**config.mk**
```make
export PLATFORM = sky130hd
export DESIGN_NAME = eviction_write_buffer_flat
export DESIGN_NICKNAME = d
export VERILOG_FILES = /design/src/rtl/evict_buf_pkg.sv /design/src/rtl/eviction_write_buffer_if.sv /design/src/rtl/evict_buf_array.sv /design/src/rtl/eviction_write_buffer.sv /design/src/flat_wrapper.sv
export SDC_FILE = /design/constraint.sdc
export NUM_CORES = 1
export LEC_CHECK = 0
export CORE_ASPECT_RATIO = 0.8
export CORE_MARGIN = 3
export CORE_UTILIZATION = 51
export DETAILED_ROUTE_END_ITERATION = 6
export GPL_ROUTABILITY_DRIVEN = 0
export HOLD_SLACK_MARGIN = 0.02
export PLACE_DENSITY = 0.77
export SLEW_MARGIN = 20
export SYNTH_ARGS = -nofsm -noshare
export SYNTH_HDL_FRONTEND = slang
export SYNTH_SLANG_ARGS = --single-unit
```
**constraint.sdc**
```tcl
create_clock -name clk -period 22.2 [get_ports clk]
set_input_delay 4.44 -clock clk [delete_from_list [all_inputs] [get_ports clk]]
set_output_delay 4.44 -clock clk [all_outputs]
set_load 0.02 [all_outputs]
```
**src/rtl/evict_buf_pkg.sv**
```systemverilog
// Shared types and constants for the eviction write buffer.
// Contents: line/tag types, entry payload struct, FSM state enum,
// and a helper that forms a line-aligned memory address from a tag.
package evict_buf_pkg;

   localparam int unsigned ADDR_W  = 16;
   localparam int unsigned LINE_W  = 128;
   localparam int unsigned TAG_LSB = 4;
   localparam int unsigned TAG_W   = ADDR_W - TAG_LSB;

   typedef logic [LINE_W-1:0] line_t;
   typedef logic [TAG_W-1:0]  tag_t;

   typedef struct packed {
      tag_t  tag;
      line_t data;
   } entry_t;

   typedef enum logic [1:0] {
      IDLE,
      FILL,
      DRAIN
   } state_t;

   // Line address with the byte offset forced to zero.
   function automatic logic [ADDR_W-1:0] line_addr(input tag_t tag);
      return {tag, TAG_LSB'(0)};
   endfunction

endpackage

```
**src/rtl/eviction_write_buffer_if.sv**
```systemverilog
// Bus bundle between the L1 cache, the eviction write buffer and memory.
// slave  : buffer view (cache requests and memory responses in).
// master : environment view (drives cache requests and memory responses).
interface eviction_write_buffer_if;
   import evict_buf_pkg::*;

   logic              cache_read;
   logic              cache_write;
   logic [ADDR_W-1:0] cache_address;
   line_t             cache_wdata;
   logic              cache_resp;
   line_t             cache_rdata;

   logic              pmem_read;
   logic              pmem_write;
   logic [ADDR_W-1:0] pmem_address;
   line_t             pmem_wdata;
   logic              pmem_resp;
   line_t             pmem_rdata;

   modport slave (
      input  cache_read, cache_write, cache_address, cache_wdata,
      input  pmem_resp, pmem_rdata,
      output cache_resp, cache_rdata,
      output pmem_read, pmem_write, pmem_address, pmem_wdata
   );

   modport master (
      output cache_read, cache_write, cache_address, cache_wdata,
      output pmem_resp, pmem_rdata,
      input  cache_resp, cache_rdata,
      input  pmem_read, pmem_write, pmem_address, pmem_wdata
   );

endinterface

```
**src/rtl/evict_buf_array.sv**
```systemverilog
// Entry storage for the eviction write buffer: circular FIFO of lines with
// valid bits, head/tail pointers, occupancy count and tag-match logic.
// Inputs : i_push (store line, coalescing when possible), i_pop (retire head),
//          i_head_busy (head is being drained, excluded from coalescing),
//          i_wr_tag/i_wr_data, i_rd_tag.
// Outputs: read hit/index/data, coalesce hit/index, head entry, full/empty.
// Read-hit logic exists only when EVICT_BUF_READ_FORWARD_EN is defined.
module evict_buf_array
   import evict_buf_pkg::*;
#(
   parameter  int unsigned DEPTH = 4,
   localparam int unsigned IW    = $clog2(DEPTH),
   localparam int unsigned CW    = $clog2(DEPTH) + 1
) (
   input  logic          clk,
   input  logic          rst,
   input  logic          i_push,
   input  logic          i_pop,
   input  logic          i_head_busy,
   input  tag_t          i_wr_tag,
   input  line_t         i_wr_data,
   input  tag_t          i_rd_tag,
   output logic          o_hit_c,
   output logic [IW-1:0] o_hit_idx_c,
   output line_t         o_hit_data_c,
   output logic          o_coal_c,
   output logic [IW-1:0] o_coal_idx_c,
   output tag_t          o_head_tag_c,
   output line_t         o_head_data_c,
   output logic          o_full_c,
   output logic          o_empty_c
);

   entry_t           r_mem [DEPTH];
   logic [DEPTH-1:0] r_valid;
   logic [IW-1:0]    r_head;
   logic [IW-1:0]    r_tail;
   logic [CW-1:0]    r_count;
   logic [IW-1:0]    w_idx;
   logic [IW-1:0]    w_wr_idx;
   logic             w_alloc;

`ifndef EVICT_BUF_READ_FORWARD_EN
   logic w_unused_rd;
   assign w_unused_rd = ^i_rd_tag;
`endif

   // Scan oldest to youngest so the youngest match wins.
   always_comb begin
      o_hit_c      = 1'b0;
      o_hit_idx_c  = '0;
      o_coal_c     = 1'b0;
      o_coal_idx_c = '0;
      w_idx        = '0;
      for (int unsigned k = 0; k < DEPTH; k++) begin
         w_idx = r_head + IW'(k);
`ifdef EVICT_BUF_READ_FORWARD_EN
         if (r_valid[w_idx] && r_mem[w_idx].tag == i_rd_tag) begin
            o_hit_c     = 1'b1;
            o_hit_idx_c = w_idx;
         end
`endif
         if (r_valid[w_idx] && r_mem[w_idx].tag == i_wr_tag &&
             !(i_head_busy && k == 0)) begin
            o_coal_c     = 1'b1;
            o_coal_idx_c = w_idx;
         end
      end
   end

   assign o_hit_data_c  = r_mem[o_hit_idx_c].data;
   assign o_head_tag_c  = r_mem[r_head].tag;
   assign o_head_data_c = r_mem[r_head].data;
   assign o_full_c      = (r_count == CW'(DEPTH));
   assign o_empty_c     = (r_count == '0);
   assign w_alloc       = i_push && !o_coal_c;
   assign w_wr_idx      = o_coal_c ? o_coal_idx_c : r_tail;

   // Pointers, valid bits, count. Push after pop so a full-buffer
   // push into the slot being freed leaves it valid.
   always_ff @(posedge clk) begin
      if (rst) begin
         r_valid <= '0;
         r_head  <= '0;
         r_tail  <= '0;
         r_count <= '0;
      end else begin
         if (i_pop) begin
            r_valid[r_head] <= 1'b0;
            r_head          <= r_head + IW'(1);
         end
         if (w_alloc) begin
            r_valid[r_tail] <= 1'b1;
            r_tail          <= r_tail + IW'(1);
         end
         case ({w_alloc, i_pop})
            2'b10:   r_count <= r_count + CW'(1);
            2'b01:   r_count <= r_count - CW'(1);
            default: r_count <= r_count;
         endcase
      end
   end

   // Line payload; validity is tracked separately so no reset is needed.
   always_ff @(posedge clk) begin
      if (i_push) begin
         r_mem[w_wr_idx] <= '{tag: i_wr_tag, data: i_wr_data};
      end
   end

endmodule

```
**src/rtl/eviction_write_buffer.sv**
```systemverilog
// Write-back buffer between the L1 cache memory port and physical memory.
// Evictions are acknowledged immediately and drained to memory in FIFO
// order when the memory port is idle; line fills take priority over drains.
// Ports: clk, rst (sync, active-high), bus (eviction_write_buffer_if.slave):
//   cache_read/write/address/wdata in, cache_resp/rdata out,
//   pmem_read/write/address/wdata out, pmem_resp/rdata in.
// Build option EVICT_BUF_READ_FORWARD_EN: serve read hits from the buffer.
// Without it, a read first drains the whole buffer and then fills.
module eviction_write_buffer
   import evict_buf_pkg::*;
#(
   parameter int unsigned DEPTH = 4
) (
   input  logic                    clk,
   input  logic                    rst,
   eviction_write_buffer_if.slave  bus
);

   localparam int unsigned IW = $clog2(DEPTH);

   state_t            r_state;
   logic              r_cache_resp;
   line_t             r_cache_rdata;
   logic              r_pmem_read;
   logic              r_pmem_write;
   logic [ADDR_W-1:0] r_pmem_address;
   line_t             r_pmem_wdata;

   tag_t              w_tag;
   logic              w_hit;
   logic [IW-1:0]     w_hit_idx;
   line_t             w_hit_data;
   logic              w_coal;
   logic [IW-1:0]     w_coal_idx;
   tag_t              w_head_tag;
   line_t             w_head_data;
   logic              w_full;
   logic              w_empty;
   logic              w_idle;
   logic              w_rd_req;
   logic              w_wr_req;
   logic              w_pop;
   logic              w_push;
   logic              w_fill_go;
   logic              w_drain_go;
   logic              w_head_busy;
   logic              w_unused;

   assign w_tag    = bus.cache_address[ADDR_W-1:TAG_LSB];
   assign w_idle   = (r_state == IDLE);
   assign w_rd_req = bus.cache_read && !r_cache_resp;
   // A write alongside a read is dropped; the read is served.
   assign w_wr_req = bus.cache_write && !bus.cache_read && !r_cache_resp;
   assign w_pop    = (r_state == DRAIN) && bus.pmem_resp;

`ifdef EVICT_BUF_READ_FORWARD_EN
   assign w_fill_go  = w_idle && w_rd_req && !w_hit;
   assign w_drain_go = w_idle && !w_rd_req && !w_empty;
   assign w_unused   = ^{w_hit_idx, w_coal_idx, bus.cache_address[TAG_LSB-1:0]};
`else
   // A pending read lets the buffer drain completely before filling.
   assign w_fill_go  = w_idle && w_rd_req && w_empty;
   assign w_drain_go = w_idle && !w_empty;
   assign w_unused   = ^{w_hit, w_hit_idx, w_hit_data, w_coal_idx,
                         bus.cache_address[TAG_LSB-1:0]};
`endif

   // Head is latched onto the memory port on the drain-start edge too.
   assign w_head_busy = (r_state == DRAIN) || w_drain_go;
   assign w_push      = w_wr_req && (w_coal || !w_full || w_pop);

   evict_buf_array #(.DEPTH(DEPTH)) u_array (
      .clk           (clk),
      .rst           (rst),
      .i_push        (w_push),
      .i_pop         (w_pop),
      .i_head_busy   (w_head_busy),
      .i_wr_tag      (w_tag),
      .i_wr_data     (bus.cache_wdata),
      .i_rd_tag      (w_tag),
      .o_hit_c       (w_hit),
      .o_hit_idx_c   (w_hit_idx),
      .o_hit_data_c  (w_hit_data),
      .o_coal_c      (w_coal),
      .o_coal_idx_c  (w_coal_idx),
      .o_head_tag_c  (w_head_tag),
      .o_head_data_c (w_head_data),
      .o_full_c      (w_full),
      .o_empty_c     (w_empty)
   );

   // Port FSM; memory address/data held for the whole transaction.
   always_ff @(posedge clk) begin
      if (rst) begin
         r_state        <= IDLE;
         r_cache_resp   <= 1'b0;
         r_cache_rdata  <= '0;
         r_pmem_read    <= 1'b0;
         r_pmem_write   <= 1'b0;
         r_pmem_address <= '0;
         r_pmem_wdata   <= '0;
      end else begin
         r_cache_resp <= w_push;
         case (r_state)
            IDLE: begin
`ifdef EVICT_BUF_READ_FORWARD_EN
               if (w_rd_req && w_hit) begin
                  r_cache_resp  <= 1'b1;
                  r_cache_rdata <= w_hit_data;
               end else
`endif
               if (w_fill_go) begin
                  r_state        <= FILL;
                  r_pmem_read    <= 1'b1;
                  r_pmem_address <= line_addr(w_tag);
               end else if (w_drain_go) begin
                  r_state        <= DRAIN;
                  r_pmem_write   <= 1'b1;
                  r_pmem_address <= line_addr(w_head_tag);
                  r_pmem_wdata   <= w_head_data;
               end
            end
            FILL: begin
               if (bus.pmem_resp) begin
                  r_state       <= IDLE;
                  r_pmem_read   <= 1'b0;
                  r_cache_resp  <= 1'b1;
                  r_cache_rdata <= bus.pmem_rdata;
               end
            end
            DRAIN: begin
               if (bus.pmem_resp) begin
                  r_state      <= IDLE;
                  r_pmem_write <= 1'b0;
               end
            end
            default: r_state <= IDLE;
         endcase
      end
   end

   assign bus.cache_resp   = r_cache_resp;
   assign bus.cache_rdata  = r_cache_rdata;
   assign bus.pmem_read    = r_pmem_read;
   assign bus.pmem_write   = r_pmem_write;
   assign bus.pmem_address = r_pmem_address;
   assign bus.pmem_wdata   = r_pmem_wdata;

endmodule

```
**src/flat_wrapper.sv**
```systemverilog
// flat-port wrapper written by rule: the top's interface ports become plain ports
module eviction_write_buffer_flat import evict_buf_pkg::*;
#(
   parameter int unsigned DEPTH = 4
)
  (clk, rst, bus_cache_read, bus_cache_write, bus_cache_address, bus_cache_wdata, bus_pmem_resp, bus_pmem_rdata, bus_cache_resp, bus_cache_rdata, bus_pmem_read, bus_pmem_write, bus_pmem_address, bus_pmem_wdata);
  eviction_write_buffer_if bus_i ();
  input  logic clk;
  input  logic rst;
  input wire logic [$bits(bus_i.cache_read)-1:0] bus_cache_read;
  input wire logic [$bits(bus_i.cache_write)-1:0] bus_cache_write;
  input wire logic [$bits(bus_i.cache_address)-1:0] bus_cache_address;
  input wire logic [$bits(bus_i.cache_wdata)-1:0] bus_cache_wdata;
  input wire logic [$bits(bus_i.pmem_resp)-1:0] bus_pmem_resp;
  input wire logic [$bits(bus_i.pmem_rdata)-1:0] bus_pmem_rdata;
  output wire logic [$bits(bus_i.cache_resp)-1:0] bus_cache_resp;
  output wire logic [$bits(bus_i.cache_rdata)-1:0] bus_cache_rdata;
  output wire logic [$bits(bus_i.pmem_read)-1:0] bus_pmem_read;
  output wire logic [$bits(bus_i.pmem_write)-1:0] bus_pmem_write;
  output wire logic [$bits(bus_i.pmem_address)-1:0] bus_pmem_address;
  output wire logic [$bits(bus_i.pmem_wdata)-1:0] bus_pmem_wdata;
  assign bus_i.cache_read = bus_cache_read;
  assign bus_i.cache_write = bus_cache_write;
  assign bus_i.cache_address = bus_cache_address;
  assign bus_i.cache_wdata = bus_cache_wdata;
  assign bus_i.pmem_resp = bus_pmem_resp;
  assign bus_i.pmem_rdata = bus_pmem_rdata;
  assign bus_cache_resp = bus_i.cache_resp;
  assign bus_cache_rdata = bus_i.cache_rdata;
  assign bus_pmem_read = bus_i.pmem_read;
  assign bus_pmem_write = bus_i.pmem_write;
  assign bus_pmem_address = bus_i.pmem_address;
  assign bus_pmem_wdata = bus_i.pmem_wdata;
  eviction_write_buffer #(.DEPTH(DEPTH)) u_core (.clk(clk), .rst(rst), .bus(bus_i));
endmodule
```
==> impl_metrics.ini <==
[status]
outcome = finished clean

[cts]
cts_resized = 0
root_buffer = clkbuf_16
clockBufferDepth = 3
cts_tree = built
cts_setup_buffers = 0
cts_buffers = 80
clock_latency_ns = 0.62
clkTransAtPathRegs_ns = 0.06
cts_htree_levels = 3
cts.sinks = 846
cts_hold_repair.buffers = 0

[synth]
syn_area_um2 = 32400
ys_ff_latch = 846
synth-main-ff-cell = edfxtp_1
yosysSeqAreaShare = 0.696
synth.distinct_cells = 75
synth-edff-count = 560
syn_inst = 2246
async_flop_share = 0
yosys_warnings = 0
syn_area_per_cell_um2 = 14.4

[sta]
hold_viol = 0
whs_ns = 0.453
rsz0062_at_grt = no
min_period_over_period = 0.390
relSlewSlack = 0.252
worst_slack_ns = 13.55
drv_slew = 0
final.setup.tns_ns = 0
setup_violations = 0
finalClockSkew_ns = 0.0208
timing.fmax_ghz = 0.116
tightest_slew_ns = 1.12
post-route-min-period_ns = 8.65

[layout]
syn_to_final_growth_pct = 27.4
drive_gt1_frac = 0.117
nNetsFinal = 3037
layout_common_cells = edfxtp_1 (560), nand2_1 (550), clkdlybuf4s50_1 (542)
final_common_cell = edfxtp_1

[floorplan]
die_height_um = 231
core-area_um2 = 61900
start_util = 0.523
die-area_um2 = 66500
pin_count = 552
rows = 81
die_w_um = 288

[global_route]
grt_usage = 0.248
overflow = 0
grt_pass1_wl_mm = 125
grt_pass1_vias = 20800
grt_antenna_before_repair = 17
grt_max_degree = 111

[worst_setup_path]
cp.arrival_ns = 8.88
cp-start-kind = input port
criticalPathCategory = in2reg
r2r_slack_ns = 15.83
r2r-end = u_core.u_array.r_mem[1][77]
reg2reg_from = u_core.u_array.r_head[0]
endpoint_kind = flip-flop
rr_worst_depth = 13
worst-endpoint-required_ns = 22.43
critPathMaxFanout = 58

[route]
first_pass_iters = 5
wl_mm = 84.1
drt_iter0_drc = 1278
antenna_left = 0
drc = 0
wl_per_cell_um = 23.0
viasPerCell = 5.64
vias = 20600

[placement]
dp_hpwl_mm = 54.2
numPortBuffers = 543
dp_slack_ns = 12.94

[power_and_ir_drop]
power.density_nw_per_um2 = 97.6
p_leak_nw = 13.2
total_power_mw = 4.02
ir_worst_vdd_mv = 0.0782

[flow_run]
cap_violations = 0

[min_path]
min_to = u_core.bus.pmem_wdata[60]
worstHoldStart = u_core.bus.pmem_wdata[60]
holdPathStages = 2
min_path_type = reg2reg
-- state kept, by name (all words and copies together) (netlist names), 2 cells and up, named ones only --
register / count
u_core.u_array.r_mem: 560
u_core.bus.cache_rdata: 128
u_core.bus.pmem_wdata: 128
u_core.bus.pmem_address: 12
u_core.u_array.r_valid: 4
u_core.u_array.r_count: 3
u_core.r_state: 2
u_core.u_array.r_head: 2
u_core.u_array.r_tail: 2
-- report_power, final --
part	switching, mW	leakage (nW)	total [mW]	internal, mW
registers	0.0623	7.41	1.86	1.79
clock network	0.587	1.38	1.42	0.837
logic	0.430	4.42	0.742	0.312
total	1.08	13.2	4.02	2.94
-- layer usage --
layer	vias to the layer above	share of wire	global-route usage
li1	9270	-	-
met1	10300	0.37	0.295
met2	853	0.50	0.426
met3	181	0.082	0.0640
met4	10	0.047	0.112
met5	-	0.00089	0
-- kinds of logic (layout without fill, tap and decap cells) --
group                      count (synthesis)  count (layout)  synth area share
buffers and inverters                    170             736            0.0249
other                                      1              16          0.000116
muxes                                    195             195             0.121
and+or+nand+nor                          628             628            0.0779
DFF                                      846             846             0.696
AOI/OAI and AO/OA                        344             344            0.0607
adders and majority gates                 13              13           0.00526
xor gates and xnor gates                  49              49            0.0133
-- through the flow --
step	instances	util	instance area, um^2
4_1_cts	3644	0.665	41200
2_1_floorplan	2249	-	32400
3_3_place_gp	3494	0.619	38400
6_report	3657	0.666	41200
3_5_place_dp	3494	0.619	38400
5_1_grt	3651	0.665	41200
-- cell type report --
class | count | area (um^2)
sequential | 846 | 22600
fill | 4220 | 20700
multi-input combinational | 1233 | 9070
timing repair buffer | 567 | 5650
clock buffer | 107 | 2240
tap | 830 | 1040
clock inverter | 43 | 561
inverter | 19 | 71.3
antenna | 12 | 30.0
-- worst max-delay path, stage by stage --
cell and delay, ns:
clkdlybuf4s50_1 0.91, nand2b_1 0.19, a21oi_1 0.06, a2111oi_0 0.45
a22oi_1 0.19, nor4_1 0.50, a211oi_2 0.15, a211oi_4 0.47
and4_4 0.65, buf_4 0.76
-- synthesized netlist by cell type, types with 3 or more instances --
cell | number | area, um^2
nand3_1 | 4 | 20.0
mux2_2 | 8 | 90.1
a211oi_1 | 3 | 22.5
buf_2 | 5 | 25.0
mux2i_1 | 32 | 320
nor2_1 | 31 | 116
buf_4 | 5 | 37.5
nand4_1 | 4 | 25.0
mux4_2 | 144 | 3240
edfxtp_1 | 560 | 16800
nand2_1 | 551 | 2070
nor3_1 | 4 | 20.0
o211ai_1 | 5 | 37.5
a21oi_1 | 277 | 1390
xnor2_1 | 39 | 342
nor2b_1 | 3 | 18.8
buf_6 | 6 | 67.6
mux4_1 | 10 | 263
o21ai_0 | 7 | 35.0
buf_1 | 30 | 113
a32oi_1 | 5 | 43.8
nand2b_1 | 6 | 37.5
ha_1 | 12 | 150
xor2_1 | 10 | 87.6
clkbuf_8 | 5 | 68.8
dfxtp_1 | 286 | 5730
nor4_1 | 5 | 31.3
buf_12 | 3 | 60.1
and2_1 | 4 | 25.0
clkbuf_1 | 97 | 364
o22ai_1 | 3 | 18.8
a22oi_1 | 9 | 67.6
a311oi_1 | 6 | 52.6
inv_1 | 18 | 67.6
-- worst max path at each step --
stage                           from                     endpoint  slack (ns)
6_report       bus_cache_address[13]  u_core.u_array.r_mem[1][77]       13.55
5_1_grt        bus_cache_address[10]  u_core.u_array.r_mem[1][77]       13.33
4_1_cts        bus_cache_address[10]  u_core.u_array.r_mem[1][79]       13.60
3_5_place_dp   bus_cache_address[10]  u_core.u_array.r_mem[2][23]       12.94
3_3_place_gp   bus_cache_address[13]  u_core.u_array.r_mem[2][74]       13.02
2_1_floorplan   bus_cache_address[6]   u_core.u_array.r_mem[0][0]        7.72
No activity file was read; power rests on OpenSTA's default activity.
